## src/rtl/sa_pkg.sv

```systemverilog
// Shared constants, scheduler state encoding and accumulator sign extension
// for the systolic tile scheduler and its drain writer.
package sa_pkg;

    localparam int unsigned SA_N   = 4;     // default array dimension
    localparam int unsigned ACC_W  = 20;    // accumulator element width
    localparam int unsigned ADDR_W = 13;    // SRAM word address width (8k words)
    localparam int unsigned DATA_W = 32;    // result SRAM data width
    localparam int unsigned SA_TMO = 4095;  // default start-to-done watchdog limit

    typedef enum logic [2:0] {
        S_IDLE  = 3'd0,
        S_CLEAR = 3'd1,
        S_START = 3'd2,
        S_WAIT  = 3'd3,
        S_DRAIN = 3'd4,
        S_NEXT  = 3'd5,
        S_FIN   = 3'd6
    } sched_state_t;

    // Sign-extend one accumulator element to the result SRAM word width.
    function automatic logic [DATA_W-1:0] sext_acc(input logic [ACC_W-1:0] v);
        return {{(DATA_W - ACC_W){v[ACC_W-1]}}, v};
    endfunction

endpackage

```

## src/rtl/systolic_tile_sched_if.sv

```systemverilog
// Host job-configuration channel of the tile scheduler.
//   master : host side, drives cfg_valid and the job fields, sees cfg_ready
//   slave  : scheduler side, accepts on cfg_valid & cfg_ready
interface systolic_tile_sched_if;

    logic                      cfg_valid;
    logic                      cfg_ready;
    logic [7:0]                cfg_mt;
    logic [7:0]                cfg_nt;
    logic [7:0]                cfg_k;
    logic [sa_pkg::ADDR_W-1:0] cfg_a_base;
    logic [sa_pkg::ADDR_W-1:0] cfg_b_base;
    logic [sa_pkg::ADDR_W-1:0] cfg_c_base;

    modport master (
        output cfg_valid, cfg_mt, cfg_nt, cfg_k, cfg_a_base, cfg_b_base, cfg_c_base,
        input  cfg_ready
    );

    modport slave (
        input  cfg_valid, cfg_mt, cfg_nt, cfg_k, cfg_a_base, cfg_b_base, cfg_c_base,
        output cfg_ready
    );

endinterface

```

## src/rtl/sa_drain_writer.sv

```systemverilog
// Drains one tile of N*N accumulators into the result SRAM, one word per cycle.
// Ports:
//   clk, rst_n       clock, synchronous active-low reset
//   start            capture data and emit element 0 on the next cycle
//   abort            stop after the current cycle's write
//   base             result address of element 0 (wraps at ADDR_W)
//   data             flattened accumulators, element e at [e*ACC_W +: ACC_W]
//   last_c           high during the final write of the tile
//   c_wsbn/c_waddr/c_wdata  result SRAM write port (strobe active low)
module sa_drain_writer
    import sa_pkg::*;
#(
    parameter int unsigned N = SA_N
) (
    input  logic                  clk,
    input  logic                  rst_n,
    input  logic                  start,
    input  logic                  abort,
    input  logic [ADDR_W-1:0]     base,
    input  logic [N*N*ACC_W-1:0]  data,
    output logic                  last_c,
    output logic                  c_wsbn,
    output logic [ADDR_W-1:0]     c_waddr,
    output logic [DATA_W-1:0]     c_wdata
);

    localparam int unsigned TILE_WORDS = N * N;
    localparam int unsigned CNT_W      = $clog2(TILE_WORDS);

    logic                 active;
    logic [CNT_W-1:0]     cnt;
    logic [N*N*ACC_W-1:0] snap;  // remaining elements, next one in the low ACC_W bits

    assign last_c = active && (cnt == CNT_W'(TILE_WORDS - 1));

    // Element sequencer: shift the snapshot down one element per write.
    always_ff @(posedge clk) begin
        if (!rst_n) begin
            active  <= 1'b0;
            cnt     <= '0;
            snap    <= '0;
            c_wsbn  <= 1'b1;
            c_waddr <= '0;
            c_wdata <= '0;
        end else if (abort) begin
            active <= 1'b0;
            c_wsbn <= 1'b1;
        end else if (start) begin
            active  <= 1'b1;
            cnt     <= '0;
            snap    <= data >> ACC_W;
            c_wsbn  <= 1'b0;
            c_waddr <= base;
            c_wdata <= sext_acc(data[ACC_W-1:0]);
        end else if (active) begin
            if (last_c) begin
                active <= 1'b0;
                c_wsbn <= 1'b1;
            end else begin
                cnt     <= cnt + CNT_W'(1);
                snap    <= snap >> ACC_W;
                c_waddr <= c_waddr + ADDR_W'(1);
                c_wdata <= sext_acc(snap[ACC_W-1:0]);
            end
        end
    end

endmodule

```

## src/rtl/systolic_tile_sched.sv

```systemverilog
// Tiled-matmul sequencer for a systolic NxN array. Walks an MT x NT grid of
// output tiles row-major: clear, start, wait for done, drain N*N results.
// Ports:
//   clk, rst_n                 clock, synchronous active-low reset
//   cfg                        host job channel (slave modport)
//   abort                      cancel the running job
//   busy, done, err            job status (done is a 1-cycle pulse, err sticky)
//   sa_clear, sa_start         array control pulses
//   sa_k_param, sa_a_addr, sa_b_addr   per-tile array operands
//   sa_done, sa_out            array completion and flattened accumulators
//   c_wsbn, c_waddr, c_wdata   result SRAM write port
module systolic_tile_sched
    import sa_pkg::*;
#(
    parameter int unsigned N   = SA_N,
    parameter int unsigned TMO = SA_TMO
) (
    input  logic                  clk,
    input  logic                  rst_n,
    systolic_tile_sched_if.slave  cfg,
    input  logic                  abort,
    output logic                  busy,
    output logic                  done,
    output logic                  err,
    output logic                  sa_clear,
    output logic                  sa_start,
    output logic [7:0]            sa_k_param,
    output logic [ADDR_W-1:0]     sa_a_addr,
    output logic [ADDR_W-1:0]     sa_b_addr,
    input  logic                  sa_done,
    input  logic [N*N*ACC_W-1:0]  sa_out,
    output logic                  c_wsbn,
    output logic [ADDR_W-1:0]     c_waddr,
    output logic [DATA_W-1:0]     c_wdata
);

    localparam int unsigned EXT_W      = ADDR_W + 8;
    localparam int unsigned WD_W       = $clog2(TMO + 1);
    localparam int unsigned TILE_WORDS = N * N;

    sched_state_t      state;
    logic [7:0]        mt_q, nt_q, mt_idx, nt_idx;
    logic [ADDR_W-1:0] a_base, b_base, c_base;
    logic [WD_W-1:0]   wdog;

    logic              abort_c, bad_cfg_c, nt_wrap_c, last_tile_c, dw_start_c, dw_last_c;
    logic [7:0]        mt_nxt_c, nt_nxt_c;
    logic [EXT_W-1:0]  tile_num_c;
    logic [ADDR_W-1:0] tile_base_c;

    assign abort_c     = abort && (state != S_IDLE);
    assign bad_cfg_c   = (cfg.cfg_mt == 8'd0) || (cfg.cfg_nt == 8'd0) || (cfg.cfg_k == 8'd0);
    assign nt_wrap_c   = (nt_idx == nt_q - 8'd1);
    assign last_tile_c = nt_wrap_c && (mt_idx == mt_q - 8'd1);
    assign nt_nxt_c    = nt_wrap_c ? 8'd0 : nt_idx + 8'd1;
    assign mt_nxt_c    = nt_wrap_c ? mt_idx + 8'd1 : mt_idx;

    // Result base of the current tile; products kept wide, then wrapped to the SRAM.
    assign tile_num_c  = EXT_W'(mt_idx) * EXT_W'(nt_q) + EXT_W'(nt_idx);
    assign tile_base_c = c_base + ADDR_W'(tile_num_c * EXT_W'(TILE_WORDS));

    // The drain writer snapshots sa_out in the cycle the array reports done.
    assign dw_start_c  = (state == S_WAIT) && sa_done && !abort;

    // Scheduler FSM with tile counters, operand address generation and watchdog.
    always_ff @(posedge clk) begin
        if (!rst_n) begin
            state         <= S_IDLE;
            cfg.cfg_ready <= 1'b1;
            busy          <= 1'b0;
            done          <= 1'b0;
            err           <= 1'b0;
            sa_clear      <= 1'b0;
            sa_start      <= 1'b0;
            sa_k_param    <= '0;
            sa_a_addr     <= '0;
            sa_b_addr     <= '0;
            mt_q          <= '0;
            nt_q          <= '0;
            mt_idx        <= '0;
            nt_idx        <= '0;
            a_base        <= '0;
            b_base        <= '0;
            c_base        <= '0;
            wdog          <= '0;
        end else begin
            sa_clear <= 1'b0;
            sa_start <= 1'b0;
            done     <= 1'b0;
            if (abort_c) begin
                state         <= S_IDLE;
                busy          <= 1'b0;
                cfg.cfg_ready <= 1'b1;
            end else begin
                unique case (state)
                    S_IDLE: begin
                        if (cfg.cfg_valid) begin
                            mt_q          <= cfg.cfg_mt;
                            nt_q          <= cfg.cfg_nt;
                            sa_k_param    <= cfg.cfg_k;
                            a_base        <= cfg.cfg_a_base;
                            b_base        <= cfg.cfg_b_base;
                            c_base        <= cfg.cfg_c_base;
                            sa_a_addr     <= cfg.cfg_a_base;
                            sa_b_addr     <= cfg.cfg_b_base;
                            mt_idx        <= '0;
                            nt_idx        <= '0;
                            busy          <= 1'b1;
                            cfg.cfg_ready <= 1'b0;
                            if (bad_cfg_c) begin
                                err   <= 1'b1;
                                done  <= 1'b1;
                                state <= S_FIN;
                            end else begin
                                err      <= 1'b0;
                                sa_clear <= 1'b1;
                                state    <= S_CLEAR;
                            end
                        end
                    end
                    S_CLEAR: begin
                        sa_start <= 1'b1;
                        state    <= S_START;
                    end
                    S_START: begin
                        wdog  <= '0;
                        state <= S_WAIT;
                    end
                    S_WAIT: begin
                        // A done arriving on the final watchdog count still wins.
                        if (sa_done) begin
                            state <= S_DRAIN;
                        end else if (wdog == WD_W'(TMO)) begin
                            err   <= 1'b1;
                            done  <= 1'b1;
                            state <= S_FIN;
                        end else begin
                            wdog <= wdog + WD_W'(1);
                        end
                    end
                    S_DRAIN: begin
                        if (dw_last_c) state <= S_NEXT;
                    end
                    S_NEXT: begin
                        mt_idx    <= mt_nxt_c;
                        nt_idx    <= nt_nxt_c;
                        sa_a_addr <= ADDR_W'(EXT_W'(a_base) + EXT_W'(mt_nxt_c) * EXT_W'(sa_k_param));
                        sa_b_addr <= ADDR_W'(EXT_W'(b_base) + EXT_W'(nt_nxt_c) * EXT_W'(sa_k_param));
                        if (last_tile_c) begin
                            done  <= 1'b1;
                            state <= S_FIN;
                        end else begin
                            sa_clear <= 1'b1;
                            state    <= S_CLEAR;
                        end
                    end
                    S_FIN: begin
                        busy          <= 1'b0;
                        cfg.cfg_ready <= 1'b1;
                        state         <= S_IDLE;
                    end
                    default: begin
                        busy          <= 1'b0;
                        cfg.cfg_ready <= 1'b1;
                        state         <= S_IDLE;
                    end
                endcase
            end
        end
    end

    sa_drain_writer #(.N(N)) u_drain (
        .clk     (clk),
        .rst_n   (rst_n),
        .start   (dw_start_c),
        .abort   (abort_c),
        .base    (tile_base_c),
        .data    (sa_out),
        .last_c  (dw_last_c),
        .c_wsbn  (c_wsbn),
        .c_waddr (c_waddr),
        .c_wdata (c_wdata)
    );

endmodule
```

## src/flat_wrapper.sv

```systemverilog
// flat-port wrapper written by rule: the top's interface ports become plain ports
module systolic_tile_sched_flat import sa_pkg::*;
#(
    parameter int unsigned N   = SA_N,
    parameter int unsigned TMO = SA_TMO
)
  (clk, rst_n, abort, busy, done, err, sa_clear, sa_start, sa_k_param, sa_a_addr, sa_b_addr, sa_done, sa_out, c_wsbn, c_waddr, c_wdata, cfg_cfg_valid, cfg_cfg_mt, cfg_cfg_nt, cfg_cfg_k, cfg_cfg_a_base, cfg_cfg_b_base, cfg_cfg_c_base, cfg_cfg_ready);
  systolic_tile_sched_if cfg_i ();
  input  logic clk;
  input  logic rst_n;
  input  logic abort;
  output logic busy;
  output logic done;
  output logic err;
  output logic sa_clear;
  output logic sa_start;
  output logic [7:0] sa_k_param;
  output logic [ADDR_W-1:0] sa_a_addr;
  output logic [ADDR_W-1:0] sa_b_addr;
  input  logic sa_done;
  input  logic [N*N*ACC_W-1:0] sa_out;
  output logic c_wsbn;
  output logic [ADDR_W-1:0] c_waddr;
  output logic [DATA_W-1:0] c_wdata;
  input wire logic [$bits(cfg_i.cfg_valid)-1:0] cfg_cfg_valid;
  input wire logic [$bits(cfg_i.cfg_mt)-1:0] cfg_cfg_mt;
  input wire logic [$bits(cfg_i.cfg_nt)-1:0] cfg_cfg_nt;
  input wire logic [$bits(cfg_i.cfg_k)-1:0] cfg_cfg_k;
  input wire logic [$bits(cfg_i.cfg_a_base)-1:0] cfg_cfg_a_base;
  input wire logic [$bits(cfg_i.cfg_b_base)-1:0] cfg_cfg_b_base;
  input wire logic [$bits(cfg_i.cfg_c_base)-1:0] cfg_cfg_c_base;
  output wire logic [$bits(cfg_i.cfg_ready)-1:0] cfg_cfg_ready;
  assign cfg_i.cfg_valid = cfg_cfg_valid;
  assign cfg_i.cfg_mt = cfg_cfg_mt;
  assign cfg_i.cfg_nt = cfg_cfg_nt;
  assign cfg_i.cfg_k = cfg_cfg_k;
  assign cfg_i.cfg_a_base = cfg_cfg_a_base;
  assign cfg_i.cfg_b_base = cfg_cfg_b_base;
  assign cfg_i.cfg_c_base = cfg_cfg_c_base;
  assign cfg_cfg_ready = cfg_i.cfg_ready;
  systolic_tile_sched #(.N(N), .TMO(TMO)) u_core (.clk(clk), .rst_n(rst_n), .cfg(cfg_i), .abort(abort), .busy(busy), .done(done), .err(err), .sa_clear(sa_clear), .sa_start(sa_start), .sa_k_param(sa_k_param), .sa_a_addr(sa_a_addr), .sa_b_addr(sa_b_addr), .sa_done(sa_done), .sa_out(sa_out), .c_wsbn(c_wsbn), .c_waddr(c_waddr), .c_wdata(c_wdata));
endmodule
```

## config.mk

```make
export PLATFORM = sky130hd
export DESIGN_NAME = systolic_tile_sched_flat
export DESIGN_NICKNAME = d
export VERILOG_FILES = /design/src/rtl/sa_pkg.sv /design/src/rtl/systolic_tile_sched_if.sv /design/src/rtl/sa_drain_writer.sv /design/src/rtl/systolic_tile_sched.sv /design/src/flat_wrapper.sv
export SDC_FILE = /design/constraint.sdc
export NUM_CORES = 1
export LEC_CHECK = 0
export CAP_MARGIN = 20
export CORE_MARGIN = 2
export CORE_UTILIZATION = 54
export DETAILED_ROUTE_END_ITERATION = 8
export GPL_ROUTABILITY_DRIVEN = 0
export HOLD_SLACK_MARGIN = 0.1
export PLACE_DENSITY_LB_ADDON = 0.05
export SLEW_MARGIN = 20
export SYNTH_ARGS = -nofsm -noshare
export SYNTH_HDL_FRONTEND = slang
export SYNTH_SLANG_ARGS = --single-unit
```

## constraint.sdc

```tcl
create_clock -name clk -period 8.67 [get_ports clk]
set_input_delay 1.3005 -clock clk [delete_from_list [all_inputs] [get_ports clk]]
set_output_delay 1.3005 -clock clk [all_outputs]
set_load 0.01 [all_outputs]
```

==> summary.md <==
| Metric | Value |
|---|---|
| Min Tclk post-route | `7.68 ns` |
| Most frequent CP cell | `inv_1` |
| Core Rows | `81` |
| Slowest cell delay on critical path | `0.59 ns` |
| Clk pin slew, worst setup/hold paths | `0.06 ns` |
| # nets final | `4182` |
| Mapped Avg Cell Area | `8.17 um^2` |
| First-pass GRT wire length | `124000 um` |
| Unique masters post-synth | `63` |
| Dpl hpwl | `56600 um` |
| Chip height | `228 um` |
| Post-Synth Simple-Gate Area | `24.4%` |
| Top post-synthesis cells by area | `dfxtp_1, nand2_1, o211a_1, fa_1, nand3_1` |
| Tot GR Track Use | `30.1%` |
| P_sw | `1.78 mW` |
| Worst clock skew | `0.0273 ns` |
| Grt total ovfl | `0` |
| Synth top area share | `34.5%` |
| DR WL/cell | `18.5 um` |
| Critical Path AT | `8.16 ns` |
| Multiplexer area fraction after synthesis | `0.111%` |
| Net Sw Frac | `29.5%` |
| WP buf/inv | `5` |
| Die Area | `0.0518 mm^2` |
| First DRT Iteration DRCs | `1866` |
| Number of I/O pins | `474` |
| CP Launch Type | `flop` |
| H-tree levels | `2` |
| I/O Buffers | `473` |
| DRT Wirelength | `79900 um` |
| Largest net degree at the start of global routing | `270` |
| Number of global-route vias before repair | `23600` |
| Cts hold-fix bufs | `0` |
| Ys flop type | `dfxtp_1` |
| Int Power | `4.24 mW` |
| Layout cell share with drive strength beyond 1 | `3.41%` |
| Core ar. | `0.0492 mm^2` |
| Post-CTS setup buffers | `0` |
| Cell taking the most area after synthesis | `dfxtp_1` |
| Worst Path Max Fanout | `14` |
| CTS root buffer | `clkbuf_16` |
| Worst-margin pin slew | `1.18 ns` |
| Setup_tns | `0 ns` |
| Combinational power share | `21.1%` |
| Tcrit/Tclk final | `88.6%` |
| Syn Inst Count | `3305` |
| Die span in x | `228 um` |
| Post-Syn Area | `0.0270 mm^2` |
| Synth Register Bits | `465` |
| Clock sink count | `465` |
| Max-slew violation count | `0` |
| Maxcap violations | `0` |
| CTS tree | `yes` |
| Synth Warn # | `0` |
| Kind of critical path | `flop to flop` |
| Power density cells | `179 mW/mm^2` |
| Leak | `16.9 nW` |
| CTS resizes | `0` |
| Skew-Pair Late Insertion Delay | `0.62 ns` |
| Starting Density | `54.9%` |
| # setup viols final | `0` |
| Class of the worst hold path | `flop to flop` |
| Synth Area in Adders | `12.5%` |
| Post-route ant nets | `0` |
| Syn nets | `3894` |
| Largest family of logic cells by synthesized area | `simple AND/OR/NAND/NOR gates` |
| Number of flops mapped to enable cells by yosys | `0` |
| Vias | `24200` |
| Peak supply drop | `0.153 mV` |
| Pwr Total | `6.02 mW` |
| FMAX | `130 MHz` |
| Initial DRT Pass Iterations | `8` |
| Asr flop ratio synth | `0%` |
| Type of destination of the critical path | `flop` |
| Area growth syn-to-layout | `24.5%` |
| Sequential area share after synthesis | `34.5%` |
| # fillers | `4111` |
| Slew margin rel. | `21.1%` |
| Initial antenna violation count | `34` |
| Sequential Power Share | `40.9%` |
| Status | `finished clean` |
| Total CTS buffers | `52` |
| CP delay by family, top | `adder cells` |
| Req. time, crit path | `9.15 ns` |
| Compound-Gate Fraction of Synth Area | `17.8%` |
| Critical-path top delay cell | `dfxtp_1` |
| Clk pwr share | `38.0%` |
| Residual DRC | `0` |
| RSZ-0062 raised after global routing | `false` |
| Final hold violations | `0` |
| Max Root-Sink Buffers | `3` |
| Synth Area in XOR/XNOR | `3.71%` |
| Vias/cell | `5.61` |
## logic make-up after synthesis
family	after synthesis
AO/OA/AOI/OAI	548
XOR/XNOR	111
adder cells (fa/ha/maj)	201
flip-flops	465
AND/OR/NAND/NOR	1492
buffers and inverters	485
multiplexers	3
## stage by stage
step	instance area [um^2]	utilization (%)	setup WS, ns	hold WS (ns)	instances
finish	33600	68.4	0.986	0.467	4320
global route	33600	68.4	0.549	0.498	4316
CTS	33600	68.3	1.00	0.470	4297
detailed placement	31800	64.7	1.05	0.462	4203
global placement	31800	64.7	1.37	0.454	4203
floorplan	27000	-	1.85	0.443	3305
## Yosys cell counts (21+ instances only)
master,number
fa_1,116
a21boi_0,87
nor2_1,43
o21ai_0,21
a21oi_1,41
nor2b_1,27
xnor2_1,72
nand3_1,351
xor2_1,36
inv_1,225
dfxtp_1,465
clkbuf_1,240
and2_1,73
nand2_1,907
ha_1,85
o211a_1,333
## path summary, 6_finish.rpt
| kind | end | slack, ns | depth (start not counted) | start |
|---|---|---|---|---|
| worst max register to register | u_core.sa_a_addr[12]$_SDFFE_PN0P_ | 0.99 | 28 | u_core.nt_q[0]$_SDFFE_PN0P_ |
| worst min-delay path | u_core.b_base[4]$_SDFFE_PN0P_ | 0.47 | 2 | u_core.b_base[4]$_SDFFE_PN0P_ |
| worst max-delay path | u_core.sa_a_addr[12]$_SDFFE_PN0P_ | 0.99 | 28 | u_core.nt_q[0]$_SDFFE_PN0P_ |
| worst min register to register | u_core.b_base[4]$_SDFFE_PN0P_ | 0.47 | 2 | u_core.b_base[4]$_SDFFE_PN0P_ |
## placed cells by master (no fill, tap or decap), types with 13 or more instances in the layout
master,netlist,routed
nor2b_1,27,27
and3_1,20,19
ha_1,85,85
o211a_1,333,333
a21boi_0,87,87
diode_2,0,23
nand2_1,907,905
xnor2_1,72,72
clkbuf_16,0,52
o211ai_1,18,18
a21oi_1,41,41
clkdlybuf4s50_1,0,472
nor2_1,43,43
xor2_1,36,36
nand3_1,351,350
clkbuf_8,0,15
dfxtp_1,465,465
clkbuf_1,240,13
buf_4,12,17
and2_1,73,72
o21ai_0,21,21
inv_1,225,225
nand2b_1,13,13
fa_1,116,116
## metal layers
layer  track usage [%]  share of wire [%]  up-vias
li1                  -                  -    11600
met2              52.4                 50      737
met4              13.1                3.6       22
met1              35.1                 39    11600
met3              7.80                7.1      185
met5                 0               0.17        -
## registers in the layout (all words and copies together) (netlist names), 12 cells and up
| signal | cells |
|---|---|
| u_core.a_base | 13 |
| u_core.b_base | 13 |
| u_core.c_base | 13 |
| u_core.sa_a_addr | 13 |
| u_core.sa_b_addr | 13 |
| u_core.u_drain.c_waddr | 13 |
| u_core.u_drain.c_wdata | 20 |
| u_core.u_drain.snap | 300 |
| u_core.wdog | 12 |
## worst min-delay path, cell delays in order (launching register included)
cell and delay [ns]:
dfxtp_1 0.31, nand2_1 0.05, a21boi_0 0.06
## final cells by class
cell class / instances / area [um^2] / share of cell area (%)
Tap cell: 664 / 831 / 2.47
Clock buffer: 80 / 1560 / 4.63
Multi-Input combinational cell: 2355 / 15900 / 47.2
Clock inverter: 14 / 216 / 0.644
Sequential cell: 465 / 9310 / 27.7
Antenna cell: 23 / 57.6 / 0.171
Inverter: 225 / 845 / 2.51
Timing Repair Buffer: 494 / 4950 / 14.7
## power by group through the flow
stage | Clock [mW] | Combinational [mW] | Sequential [mW]
after floorplan | 0 | 0.756 | 2.45
after global placement | 0 | 1.23 | 2.49
after detailed placement | 0 | 1.27 | 2.50
after CTS | 2.32 | 1.28 | 2.46
after global routing | 2.40 | 1.40 | 2.48
final | 2.28 | 1.27 | 2.46
Power figures use the tool's default switching activity.
